### src/rtl/uart_rx_if.sv
// Receive-side bundle for uart_rx: tick and serial line in, received word and status out.
interface uart_rx_if #(
    parameter int DATA_BITS = 8
) ();
    logic                 i_tick;
    logic                 i_rx;
    logic [DATA_BITS-1:0] o_data;
    logic                 o_rx_done;
    logic                 o_frame_err;

    // master: the receiver that produces bytes; slave: the tick/line source and byte consumer
    modport master (
        input  i_tick,
        input  i_rx,
        output o_data,
        output o_rx_done,
        output o_frame_err
    );

    modport slave (
        output i_tick,
        output i_rx,
        input  o_data,
        input  o_rx_done,
        input  o_frame_err
    );
endinterface

### src/rtl/uart_rx.sv
// UART receiver with 16x oversampling, mid-bit sampling and stop-bit check.
// Byte and frame error update together with a one-cycle done strobe; no backpressure.
module uart_rx #(
    parameter int DATA_BITS  = 8,
    parameter int STOP_TICKS = 16
) (
    input  logic       i_clock,
    input  logic       i_reset,
    uart_rx_if.master  bus
);
    localparam int S_W = ($clog2(STOP_TICKS) > 4) ? $clog2(STOP_TICKS) : 4;
    localparam int N_W = $clog2(DATA_BITS);

    typedef enum logic [1:0] {
        IDLE,
        START,
        DATA,
        STOP
    } state_t;

    state_t               r_state, w_state_nxt;
    logic [S_W-1:0]       r_s, w_s_nxt;
    logic [N_W-1:0]       r_n, w_n_nxt;
    logic [DATA_BITS-1:0] r_b, w_b_nxt;
    logic [DATA_BITS-1:0] r_data, w_data_nxt;
    logic                 r_err, w_err_nxt;
    logic                 r_done, w_done_nxt;
    logic                 r_rx_meta, r_rx_s;

    // Line idles high, so the synchroniser resets to 1 to avoid a false start.
    always_ff @(posedge i_clock) begin
        if (i_reset) begin
            r_rx_meta <= 1'b1;
            r_rx_s    <= 1'b1;
        end else begin
            r_rx_meta <= bus.i_rx;
            r_rx_s    <= r_rx_meta;
        end
    end

    always_ff @(posedge i_clock) begin
        if (i_reset) begin
            r_state <= IDLE;
            r_s     <= '0;
            r_n     <= '0;
            r_b     <= '0;
            r_data  <= '0;
            r_err   <= 1'b0;
            r_done  <= 1'b0;
        end else begin
            r_state <= w_state_nxt;
            r_s     <= w_s_nxt;
            r_n     <= w_n_nxt;
            r_b     <= w_b_nxt;
            r_data  <= w_data_nxt;
            r_err   <= w_err_nxt;
            r_done  <= w_done_nxt;
        end
    end

    always_comb begin
        w_state_nxt = r_state;
        w_s_nxt     = r_s;
        w_n_nxt     = r_n;
        w_b_nxt     = r_b;
        w_data_nxt  = r_data;
        w_err_nxt   = r_err;
        w_done_nxt  = 1'b0;

        case (r_state)
            IDLE: begin
                if (!r_rx_s) begin
                    w_state_nxt = START;
                    w_s_nxt     = '0;
                end
            end
            START: begin
                // Tick 8 lands mid-start-bit; a high line there was only a glitch.
                if (bus.i_tick) begin
                    if (r_s == S_W'(7)) begin
                        if (!r_rx_s) begin
                            w_state_nxt = DATA;
                            w_s_nxt     = '0;
                            w_n_nxt     = '0;
                        end else begin
                            w_state_nxt = IDLE;
                        end
                    end else begin
                        w_s_nxt = r_s + S_W'(1);
                    end
                end
            end
            DATA: begin
                if (bus.i_tick) begin
                    if (r_s == S_W'(15)) begin
                        w_s_nxt = '0;
                        w_b_nxt = {r_rx_s, r_b[DATA_BITS-1:1]};
                        if (r_n == N_W'(DATA_BITS - 1)) begin
                            w_state_nxt = STOP;
                        end else begin
                            w_n_nxt = r_n + N_W'(1);
                        end
                    end else begin
                        w_s_nxt = r_s + S_W'(1);
                    end
                end
            end
            STOP: begin
                // Leaving at the stop sample lets a following start bit be caught with no gap.
                if (bus.i_tick) begin
                    if (r_s == S_W'(STOP_TICKS - 1)) begin
                        w_data_nxt  = r_b;
                        w_err_nxt   = ~r_rx_s;
                        w_done_nxt  = 1'b1;
                        w_state_nxt = IDLE;
                    end else begin
                        w_s_nxt = r_s + S_W'(1);
                    end
                end
            end
            default: begin
                w_state_nxt = IDLE;
            end
        endcase
    end

    assign bus.o_data      = r_data;
    assign bus.o_frame_err = r_err;
    assign bus.o_rx_done   = r_done;
endmodule

### src/flat_wrapper.sv
// flat-port wrapper written by rule: the top's interface ports become plain ports
module uart_rx_flat 
#(
    parameter int DATA_BITS  = 8,
    parameter int STOP_TICKS = 16
)
  (i_clock, i_reset, bus_i_tick, bus_i_rx, bus_o_data, bus_o_rx_done, bus_o_frame_err);
  uart_rx_if #(.DATA_BITS(DATA_BITS)) bus_i ();
  input  logic i_clock;
  input  logic i_reset;
  input wire logic [$bits(bus_i.i_tick)-1:0] bus_i_tick;
  input wire logic [$bits(bus_i.i_rx)-1:0] bus_i_rx;
  output wire logic [$bits(bus_i.o_data)-1:0] bus_o_data;
  output wire logic [$bits(bus_i.o_rx_done)-1:0] bus_o_rx_done;
  output wire logic [$bits(bus_i.o_frame_err)-1:0] bus_o_frame_err;
  assign bus_i.i_tick = bus_i_tick;
  assign bus_i.i_rx = bus_i_rx;
  assign bus_o_data = bus_i.o_data;
  assign bus_o_rx_done = bus_i.o_rx_done;
  assign bus_o_frame_err = bus_i.o_frame_err;
  uart_rx #(.DATA_BITS(DATA_BITS), .STOP_TICKS(STOP_TICKS)) u_core (.i_clock(i_clock), .i_reset(i_reset), .bus(bus_i));
endmodule
### config.mk
export PLATFORM = sky130hd
export DESIGN_NAME = uart_rx_flat
export DESIGN_NICKNAME = d
export VERILOG_FILES = /design/src/rtl/uart_rx_if.sv /design/src/rtl/uart_rx.sv /design/src/flat_wrapper.sv
export SDC_FILE = /design/constraint.sdc
export NUM_CORES = 1
export LEC_CHECK = 0
export ABC_AREA = 1
export CORE_MARGIN = 2
export CORE_UTILIZATION = 61
export CTS_BUF_LIST = sky130_fd_sc_hd__clkbuf_8
export DETAILED_ROUTE_END_ITERATION = 10
export PLACE_DENSITY = 0.84
export SLEW_MARGIN = 20
export SYNTH_ARGS = -nofsm -noshare
export SYNTH_HDL_FRONTEND = slang
export SYNTH_SLANG_ARGS = --single-unit
### constraint.sdc
create_clock -name i_clock -period 4 [get_ports i_clock]
set_input_delay 0.8 -clock i_clock [delete_from_list [all_inputs] [get_ports i_clock]]
set_output_delay 0.8 -clock i_clock [all_outputs]
set_load 0.01 [all_outputs]
==> summary.txt <==
Worst hold path
  • Hold Path Class: flip-flop to flip-flop

Critical path
  • CP Data Required Time: between 3 and 4 ns
  • Stages on worst setup path: 1
  • R2r setup slk: 2.50 ns
  • Worst r2r src: u_core.r_s[0]
  • Worst Setup SP: u_core.bus.o_frame_err
  • Critical path buffers and inverters: 1
  • Arr. time, crit path: 1.16 ns
  • CP endpoint kind: primary output
  • CP Launch Type: flip-flop
  • Critical path class: flip-flop to primary output
  • CP endpoint: bus_o_frame_err
  • Family with the most delay on the worst path: buffers and inverters
  • Reg2reg path depth: 7
  • Crit-path max FO: 2
  • FF-to-FF End: u_core.r_b[7]
  • Crit path largest cell delay: 0.55 ns
  • Slowest library cell on the worst path: clkdlybuf4s50_1
  • Crit path cell chain: clkdlybuf4s50_1

STA
  • RSZ-0062 raised after global routing: no
  • FMAX: 509 MHz
  • Clock Skew: 0.00229 ns
  • Slew of the pin with the lowest slew margin: 0.489 ns
  • Final min period: 1.96 ns
  • Fin. max-slew vios: 0
  • Final hold violation count: 0
  • Fin crit share: 0.491
  • Slew headroom: 0.674
  • Setup TNS: 0 ns
  • Final setup viols: 0

Run
  • Max-cap violations: 0

Drt
  • Iter 0 DRT Violations: 18
  • WL final: about 2500 µm
  • Vias per inst: 5.17
  • DR DRC count: 0
  • Detailed Routing Iterations Pass 1: 4
  • Antenna Nets Post-Route: 0
  • WL/cell: 11.8 µm
  • Via count: 1095

Global route
  • GR peak layer: met2
  • GRT Util Overall: 0.247
  • Grt met1 use: 0.259
  • Met3 usage: 0.0982
  • Largest net degree at the start of global routing: 21
  • Remaining global-route overflow: 0
  • Met2 GRT Util: 0.437
  • First-pass GRT wire length: around 4600 µm
  • Vias in the first global route: ~1.1k
  • Antenna violations before repair: 0

Layout
  • Filler Cell Count: about 160
  • Final Cell Area: 1500 µm²
  • Layout cells sized above 1: 0.151
  • Layout area overhead: 19.0%
  • Fin nets: around 190
  • N_diodes: 0

Place
  • Port Buffers: 13
  • Hpwl dp: 1710 µm
  • Placer congestion estimate: a little over 0.8
  • Placed instance area: 1410 µm²

Synthesis
  • Cell variety after synth: 22
  • Syn Area/Cell: roughly 7.5 µm²
  • Mapped Area: 1260 µm²
  • Post-Syn Instances: 168
  • Syn_nets: between 150 and 200
  • Flops & latches, synth: 29
  • Sequential share of the synthesized area: 0.461
  • Ys Warns: 0

Clocking
  • Post-CTS repair timing setup buffer count: 0
  • H-tree levels: 2
  • Clk pin slew, worst setup/hold paths: approximately 0.06 ns
  • CTS root buf: clkbuf_8
  • CTS Hold Buffers Added: 0
  • TritonCTS clock tree: built
  • Total CTS buffers: 5
  • Clk buf depth: 2
  • Resized Gates After CTS: 0
  • Clk sink count: 29
  • Skew-Pair Late Insertion Delay: 0.27 ns

Floorplan
  • Ports: 14
  • Core area: 1960 µm²
  • DIE AREA: 2440 µm²
  • Row count: 16
  • Die Span X: 49.4 µm
  • Initial Utilization: 0.642
  • Die height: 49.4 µm

Power and ir drop
  • LEAKAGE: between 0.6 and 0.7 nW
  • Power Total: slightly above 600 µW
  • Max VDD drop: between 0.3 and 0.4 mV
  • Cell area power density: 403 nW/µm²

Status
  • Status: finished clean
-- per-layer routing --
metal  vias up  wire length (µm)
met4         0                38
met3         6               103
met5         -                 0
met1       495              1070
li1        570                 -
met2        24              1280
-- cells by family after synthesis --
| group | synth area share |
|---|---|
| AOI/OAI and AO/OA | 0.135 |
| buffers and inverters | 0.0606 |
| xor gates and xnor gates | 0.00695 |
| adders and majority gates | 0.0298 |
| DFF | 0.461 |
| and+or+nand+nor | 0.307 |
-- placed cells by master (no fill, tap or decap), types with 2 or more instances in the layout --
cell type / instances
nor2_1: 36
dfxtp_1: 29
nand2_1: 23
o21ai_0: 18
inv_1: 13
clkdlybuf4s50_1: 13
a21oi_1: 10
nand3_1: 8
nand2_2: 7
clkbuf_8: 6
inv_2: 3
nor2_2: 3
ha_1: 3
nand3_2: 2
nor2_4: 2
or2_2: 2
-- metrics by stage --
stage	setup slack, ns	utilization	hold slack [ns]	cells
floorplan	2.47	-	0.389	168
global placement	1.86	0.720	0.400	205
detailed placement	1.82	0.720	0.401	205
CTS	2.02	0.764	0.418	212
global route	1.89	0.764	0.431	212
finish	2.04	0.764	0.416	212
-- how the worst min path moves through the flow --
stage	from	to	slack [ns]	cells past startpoint
after floorplan	u_core.r_rx_meta	u_core.r_rx_s	0.39	1
after global placement	u_core.r_rx_meta	u_core.r_rx_s	0.40	1
after detailed placement	u_core.r_rx_meta	u_core.r_rx_s	0.40	1
after CTS	u_core.r_rx_meta	u_core.r_rx_s	0.42	1
after global routing	u_core.r_rx_meta	u_core.r_rx_s	0.43	1
final	u_core.r_rx_meta	u_core.r_rx_s	0.42	1
-- worst reg2reg max path, delay by kind of cell, from the launching register on --
family | cells | cell delay (ns)
DFF | 1 | 0.37
and+or+nand+nor | 2 | 0.31
buffers and inverters | 2 | 0.31
adders and majority gates | 1 | 0.25
AOI/OAI and AO/OA | 2 | 0.20
-- cells in the mapped netlist --
| cell | n | area share |
|---|---|---|
| a21oi_1 | 10 | 0.040 |
| a21oi_2 | 1 | 0.0070 |
| clkbuf_1 | 3 | 0.0089 |
| clkinv_4 | 1 | 0.0070 |
| dfxtp_1 | 29 | 0.46 |
| ha_1 | 3 | 0.030 |
| inv_1 | 12 | 0.036 |
| inv_2 | 3 | 0.0089 |
| nand2_1 | 23 | 0.069 |
| nand2_2 | 7 | 0.035 |
| nand3_1 | 8 | 0.032 |
| nand3_2 | 2 | 0.016 |
| nand3b_1 | 1 | 0.0060 |
| nor2_1 | 36 | 0.11 |
| nor2_2 | 3 | 0.015 |
| nor2_4 | 2 | 0.018 |
| o211ai_1 | 1 | 0.0060 |
| o21ai_0 | 18 | 0.072 |
| o21ai_1 | 1 | 0.0040 |
| o21ai_2 | 1 | 0.0070 |
| or2_2 | 2 | 0.0099 |
| xor2_1 | 1 | 0.0070 |
-- flip-flops by register name (all words and copies together), names as in the netlist, named ones only --
signal	flops
u_core.r_s	4
u_core.r_rx_s	1
u_core.r_state	1
u_core.bus.o_data	8
u_core.r_rx_meta	1
u_core.r_n	3
u_core.r_b	8
u_core.bus.o_frame_err	1
u_core.bus.o_rx_done	1
-- area by class of cell --
| type | instances | area [µm²] | share of cell area |
|---|---|---|---|
| multi-input cells | 120 | 603 | 0.402 |
| flip-flops and latches | 29 | 581 | 0.387 |
| clock inverters | 1 | 3.75 | 0.00250 |
| repair buffers | 13 | 130 | 0.0868 |
| inverters | 16 | 65.1 | 0.0434 |
| well taps | 27 | 33.8 | 0.0225 |
| clock buffers | 6 | 82.6 | 0.0551 |
-- where the power goes --
part	total, mW	internal, mW	switching (mW)
Clock	0.232	0.133	0.0989
Combinational	0.0663	0.0228	0.0435
Sequential	0.305	0.296	0.00937
Power figures use the tool's default switching activity.
